`src/rtl/multdiv_sequencer_pkg.sv`:
```
`default_nettype none
// ============================================================================
//  Module   : multdiv_seq_pkg
//  Desc     : Shared state encoding, ALU opcodes and default widths for the
//             multiply/divide sequencer and its helpers.
//  Revision : 1.0  initial release
// ============================================================================
package multdiv_seq_pkg;

    localparam int DEF_WIDTH          = 32;
    localparam int DEF_TAG_W          = 5;
    localparam int DEF_CNT_W          = 8;
    localparam int DEF_TIMEOUT_CYCLES = 64;

    // ALU opcodes of the two operations handled by the shared unit
    localparam logic [4:0] MULT_OP = 5'b00110;
    localparam logic [4:0] DIV_OP  = 5'b00111;

    typedef enum logic [1:0] {
        ST_IDLE  = 2'd0,
        ST_START = 2'd1,
        ST_WAIT  = 2'd2,
        ST_DONE  = 2'd3
    } state_t;

    // Mult has priority when both op flags are raised together
    function automatic logic [4:0] sel_op(input logic is_mult);
        return is_mult ? MULT_OP : DIV_OP;
    endfunction

endpackage
`default_nettype wire

```
`src/rtl/multdiv_sequencer_sat_counter.sv`:
```
`default_nettype none
// ============================================================================
//  Module   : sat_counter
//  Desc     : Saturating up-counter. Clear loads the value 1 (the cycle in
//             which the clear happens is counted); increment stops at all-ones.
//             o_next exposes the value the counter takes on an increment.
//  Revision : 1.0  initial release
// ============================================================================
module sat_counter #(
    parameter int CNT_W = 8
) (
    input  logic             clk,
    input  logic             rst,
    input  logic             i_clear,
    input  logic             i_inc,
    output logic [CNT_W-1:0] o_count,
    output logic [CNT_W-1:0] o_next
);

    localparam logic [CNT_W-1:0] c_ONE = CNT_W'(1);
    localparam logic [CNT_W-1:0] c_MAX = '1;

    logic [CNT_W-1:0] r_count;

    // Saturating successor of the current count
    always_comb begin
        o_next = (r_count == c_MAX) ? r_count : (r_count + c_ONE);
    end

    // Counter register: clear has priority over increment
    always_ff @(posedge clk) begin
        if (rst) begin
            r_count <= '0;
        end else if (i_clear) begin
            r_count <= c_ONE;
        end else if (i_inc) begin
            r_count <= o_next;
        end
    end

    assign o_count = r_count;

endmodule
`default_nettype wire

```
`src/rtl/multdiv_sequencer.sv`:
```
`default_nettype none
// ============================================================================
//  Module   : multdiv_sequencer
//  Desc     : Controller between the execute stage and the shared iterative
//             multiply/divide unit. Latches a request, pulses the unit once,
//             stalls the pipeline until the unit is ready and presents the
//             captured result for one cycle.
//             Optional build macro MULTDIV_TIMEOUT_EN aborts a WAIT that
//             lasts TIMEOUT_CYCLES cycles without a ready from the unit.
//  Revision : 1.0  initial release
// ============================================================================
module multdiv_sequencer
    import multdiv_seq_pkg::*;
#(
    parameter int WIDTH          = DEF_WIDTH,
    parameter int TAG_W          = DEF_TAG_W,
    parameter int CNT_W          = DEF_CNT_W,
    parameter int TIMEOUT_CYCLES = DEF_TIMEOUT_CYCLES
) (
    input  logic             clock,
    input  logic             reset,
    input  logic             req_valid,
    input  logic             req_is_mult,
    input  logic             req_is_div,
    input  logic [WIDTH-1:0] req_a,
    input  logic [WIDTH-1:0] req_b,
    input  logic [TAG_W-1:0] req_tag,
    output logic             stall,
    output logic             busy,
    output logic             resp_valid,
    output logic [WIDTH-1:0] resp_result,
    output logic             resp_exception,
    output logic [TAG_W-1:0] resp_tag,
    output logic             resp_timeout,
    output logic [CNT_W-1:0] last_cycles,
    output logic [WIDTH-1:0] mdu_a,
    output logic [WIDTH-1:0] mdu_b,
    output logic             mdu_ctrl_mult,
    output logic             mdu_ctrl_div,
    input  logic [WIDTH-1:0] mdu_result,
    input  logic             mdu_exception,
    input  logic             mdu_ready
);

    state_t           r_state;
    state_t           w_state_next;

    logic [4:0]       r_op;
    logic [TAG_W-1:0] r_tag;
    logic [WIDTH-1:0] r_mdu_a;
    logic [WIDTH-1:0] r_mdu_b;
    logic [WIDTH-1:0] r_resp_result;
    logic             r_resp_exception;
    logic [TAG_W-1:0] r_resp_tag;
    logic [CNT_W-1:0] r_last_cycles;

    logic             w_req_ok;
    logic             w_accept;
    logic             w_capture;
    logic             w_abort;
    logic             w_timeout_hit;
    logic [CNT_W-1:0] w_cnt;
    logic [CNT_W-1:0] w_cnt_next;

    assign w_req_ok = req_valid & (req_is_mult | req_is_div);

    // One counter serves both the latency measurement and the timeout;
    // START loads 1 so the count covers START through the current WAIT cycle.
    sat_counter #(
        .CNT_W   (CNT_W)
    ) u_cnt (
        .clk     (clock),
        .rst     (reset),
        .i_clear (r_state == ST_START),
        .i_inc   (r_state == ST_WAIT),
        .o_count (w_cnt),
        .o_next  (w_cnt_next)
    );

`ifdef MULTDIV_TIMEOUT_EN
    // During WAIT cycle k the counter holds k
    assign w_timeout_hit = (int'(w_cnt) >= TIMEOUT_CYCLES);
`else
    logic w_timeout_unused;
    assign w_timeout_unused = (TIMEOUT_CYCLES > 0);
    assign w_timeout_hit    = 1'b0;
`endif

    // State register
    always_ff @(posedge clock) begin
        if (reset) begin
            r_state <= ST_IDLE;
        end else begin
            r_state <= w_state_next;
        end
    end

    // Next-state decode and datapath strobes; a ready beats a same-cycle timeout
    always_comb begin
        w_state_next = r_state;
        w_accept     = 1'b0;
        w_capture    = 1'b0;
        w_abort      = 1'b0;
        case (r_state)
            ST_IDLE: begin
                if (w_req_ok) begin
                    w_accept     = 1'b1;
                    w_state_next = ST_START;
                end
            end
            ST_START: begin
                // ready is ignored here: the unit may still show a stale one
                w_state_next = ST_WAIT;
            end
            ST_WAIT: begin
                if (mdu_ready) begin
                    w_capture    = 1'b1;
                    w_state_next = ST_DONE;
                end else if (w_timeout_hit) begin
                    w_abort      = 1'b1;
                    w_state_next = ST_DONE;
                end
            end
            ST_DONE: begin
                w_state_next = ST_IDLE;
            end
            default: begin
                w_state_next = ST_IDLE;
            end
        endcase
    end

    // Request latch and response capture registers
    always_ff @(posedge clock) begin
        if (reset) begin
            r_op             <= '0;
            r_tag            <= '0;
            r_mdu_a          <= '0;
            r_mdu_b          <= '0;
            r_resp_result    <= '0;
            r_resp_exception <= 1'b0;
            r_resp_tag       <= '0;
            r_last_cycles    <= '0;
        end else begin
            if (w_accept) begin
                r_op    <= sel_op(req_is_mult);
                r_tag   <= req_tag;
                r_mdu_a <= req_a;
                r_mdu_b <= req_b;
            end
            if (w_capture) begin
                r_resp_result    <= mdu_result;
                r_resp_exception <= mdu_exception;
                r_resp_tag       <= r_tag;
                r_last_cycles    <= w_cnt_next;
            end else if (w_abort) begin
                r_resp_result    <= '0;
                r_resp_exception <= 1'b1;
                r_resp_tag       <= r_tag;
                r_last_cycles    <= w_cnt_next;
            end
        end
    end

`ifdef MULTDIV_TIMEOUT_EN
    logic r_resp_timeout;

    // Timeout flag follows each completion
    always_ff @(posedge clock) begin
        if (reset) begin
            r_resp_timeout <= 1'b0;
        end else if (w_capture) begin
            r_resp_timeout <= 1'b0;
        end else if (w_abort) begin
            r_resp_timeout <= 1'b1;
        end
    end

    assign resp_timeout = r_resp_timeout;
`else
    assign resp_timeout = 1'b0;
`endif

    // stall drops in DONE so the instruction retires on that edge
    assign stall          = ((r_state == ST_IDLE) & w_req_ok)
                          | (r_state == ST_START)
                          | (r_state == ST_WAIT);
    assign busy           = (r_state != ST_IDLE);
    assign resp_valid     = (r_state == ST_DONE);
    assign resp_result    = r_resp_result;
    assign resp_exception = r_resp_exception;
    assign resp_tag       = r_resp_tag;
    assign last_cycles    = r_last_cycles;
    assign mdu_a          = r_mdu_a;
    assign mdu_b          = r_mdu_b;
    assign mdu_ctrl_mult  = (r_state == ST_START) & (r_op == MULT_OP);
    assign mdu_ctrl_div   = (r_state == ST_START) & (r_op == DIV_OP);

endmodule
`default_nettype wire

```
`config.mk`:
```
export PLATFORM = sky130hd
export DESIGN_NAME = multdiv_sequencer
export DESIGN_NICKNAME = d
export VERILOG_FILES = /design/src/rtl/multdiv_sequencer_pkg.sv /design/src/rtl/multdiv_sequencer_sat_counter.sv /design/src/rtl/multdiv_sequencer.sv
export SDC_FILE = /design/constraint.sdc
export NUM_CORES = 1
export LEC_CHECK = 0
export CAP_MARGIN = 25
export CORE_ASPECT_RATIO = 1.75
export CORE_UTILIZATION = 37
export DETAILED_ROUTE_END_ITERATION = 10
export PLACE_DENSITY = 0.78
export SYNTH_ARGS = -nofsm -noshare
export SYNTH_HDL_FRONTEND = slang
export SYNTH_SLANG_ARGS = --single-unit
```
`constraint.sdc`:
```
create_clock -name clock -period 1.5 [get_ports clock]
set_input_delay 0.225 -clock clock [delete_from_list [all_inputs] [get_ports clock]]
set_output_delay 0.225 -clock clock [all_outputs]
set_load 0.02 [all_outputs]
```
==> results of run 1 <==
[cell families (layout without fill, tap and decap cells)]
family / Yosys count / after routing / synth area share, %
buf+inv: 52 / 295 / 4.99
other cells: 1 / 1 / 0.0779
fa+ha+maj: 5 / 5 / 1.30
flops: 127 / 127 / 52.8
simple gates: 273 / 273 / 23.2
mux: 4 / 4 / 0.832
compound gates: 144 / 144 / 16.8
[per-layer routing]
| layer | track usage [%] | wire length, um |
|---|---|---|
| met1 | 20.6 | 5430 |
| met4 | 8.76 | 447 |
| met5 | 0 | 0 |
| met2 | 41.4 | 8750 |
| met3 | 6.26 | 907 |
[metrics by stage]
step                util (%)  cells  setup TNS, ns  area (um2)
floorplan                  -    606              0        4820
global placement        58.2    978         -38.35        7320
detailed placement      58.2    978         -39.27        7320
CTS                     62.7   1012         -13.43        7880
global route            63.9   1017          -5.34        8030
finish                  63.9   1017          -2.17        8030
[Yosys cell counts (6+ instances only)]
cell type  number
nand2_1       226
dfxtp_1       127
a21oi_1       113
buf_2          18
clkbuf_1       15
nor2_1         12
buf_1           8
a211oi_1        7
buf_4           6
[cell usage in the layout, fill, tap and decap left out, drive strengths merged, types with 7 or more instances in the layout]
master,netlist,routed
dfxtp,127,127
buf,32,38
dlygate4sd2,0,110
clkdlybuf4s50,0,106
a21oi,113,113
nand2,226,226
nor2,12,12
inv,5,14
a211oi,7,7
clkbuf,15,20
[path summary, 6_finish.rpt]
path,start,end,slack (ns),depth (start not counted)
max,r_state[1],stall,-0.29,5
min reg2reg,resp_result[16],resp_result[16],0.45,2
max reg2reg,r_state[0],resp_result[11],-0.16,8
min,reset,mdu_b[13],0.22,2
[worst max-delay path: stages (launching register included)]
cell     delay [ns]
dfxtp_2        0.35
inv_2          0.06
ha_4           0.16
o211a_4        0.13
or3_4          0.33
buf_6          0.14
[what timing repair did]
| action | 4_1_cts | 5_1_grt |
|---|---|---|
| pin swaps | 1 | 2 |
| setup endpoints to repair | 230 | 124 |
| gates cloned | 1 | 3 |
| buffers inserted | 1 | 2 |
| gates resized for setup | 155 | 16 |
[power by group]
group / leakage, nW / switching (mW) / total (mW) / internal (mW)
Clock: 0.294 / 1.66 / 4.16 / 2.51
Combinational: 2.16 / 2.25 / 4.02 / 1.77
Sequential: 1.03 / 0.232 / 4.11 / 3.88
[state kept, by name (all words and copies together) (netlist names)]
register        flops
mdu_b              32
r_op                2
resp_result        32
resp_exception      1
mdu_a              32
r_state             2
last_cycles         8
r_tag               5
resp_tag            5
u_cnt.o_count       8
[final cells by class]
| type | instances | area (um2) |
|---|---|---|
| clock buffer | 17 | 425 |
| clock inverter | 15 | 174 |
| fill | 1114 | 4540 |
| inverter | 5 | 18.8 |
| multi-input combinational | 427 | 2130 |
| sequential | 127 | 2540 |
| tap | 168 | 210 |
| timing repair buffer | 258 | 2530 |
==> results_dict.tcl, run 1 <==
set metrics [dict create \
    outcome "finished with violations" \
    violations "negative setup slack" \
    gp_congestion 0.851 \
    synth_cells 606 \
    yosysTopAreaCellShare_pct 52.8 \
    synth_edf_count 0 \
    syn_to_final_growth_pct 66.8 \
    yosysSeqAreaShare_pct 52.8 \
    clockBufferDepth 2 \
    cts_buffers 17 \
    finalCritPeriodShare_pct 119 \
    synth_nets 719 \
    finalNetCount 949 \
    die-area_um2 13500 \
    core_area_um2 12600 \
    synth_area_leaders "dfxtp_1 53%, nand2_1 18%, a21oi_1 12%, buf_2 1.9%, ha_1 1.3%" \
    final.setup.worst_slack_ns -0.288 \
    io_buffers 222 \
    grt_usage_pct 21.7 \
    hpwl_um 9900 \
    max_freq_mhz 559 \
    grt_max_degree 73 \
    power.density_nw_per_um2 1530 \
    ios 224 \
    setup_violations 21 \
    drv_slew 0 \
    die_h_um 153 \
    cts.sinks 127 \
    worstSetupStartpointType "register" \
    first_iter_violations 194 \
    ys_ff_latch 127 \
    path_class "register to output port" \
    vdd_drop_max_mv 0.885 \
    whs_ns 0.220 \
    root_buffer "clkbuf_16" \
    gr-total-overflow 0 \
    die_x_um 88.2 \
    period_needed_ns 1.79 \
    skew_ns 0.00738 \
    drc 0 \
    ys_types 43 \
    crit_required_ns 1.27 \
    total_power_mw 12.3 \
    async_flop_share_pct 0 \
    via_per_inst 4.90 \
    routed_wl_um 15500 \
    row_count 54 \
    hold_viol_final 0 \
    wl_per_cell_um 15.3 \
    worstSkewPairLatency_ns 0.41 \
    hold_buffers 0 \
    start_util_pct 38.3 \
    min_path_type "primary input to register" \
    dr.pass1.iters 5 \
    grt_first_pass_wirelength_um 22700 \
    synth_area_um2 4810 \
    critPathArrivalTime_ns 1.56 \
    ys_warn_count 0 \
    drive_gt1_share_pct 11.4 \
    ant_nets 0 \
    rsz0062_at_grt "yes" \
    grt_pass1_vias 4791 \
    dr_total_vias 4979 \
    antenna_cells 0 \
    place_ws_ns -0.647 \
    path_clk_slew_ns 0.06 \
    avgSynthCellArea_um2 7.94 \
    synth_flop_cell "dfxtp_1" \
    end_kind "output port" \
    leakagePower_nw 3.49 \
    max_cap_viol_count 0 \
    htreeDepth 4 \
    crit_fanout 3 \
    antenna_found_initial 0 \
    yosysTopAreaCell "dfxtp_1" \
    cts_tree "done" \
]
Note: power is estimated with default switching activity, not from simulation.
==> inputs of run 2 (changes only) <==
--- a/config.mk
+++ b/config.mk
@@ -8,6 +8,7 @@
 export CAP_MARGIN = 25
 export CORE_ASPECT_RATIO = 1.75
 export CORE_UTILIZATION = 37
+export CTS_CLUSTER_DIAMETER = 60
 export DETAILED_ROUTE_END_ITERATION = 10
 export PLACE_DENSITY = 0.78
 export SYNTH_ARGS = -nofsm -noshare
==> results of run 2 <==
Same layout as run 1: the final DEF is identical, and so are final timing and power.
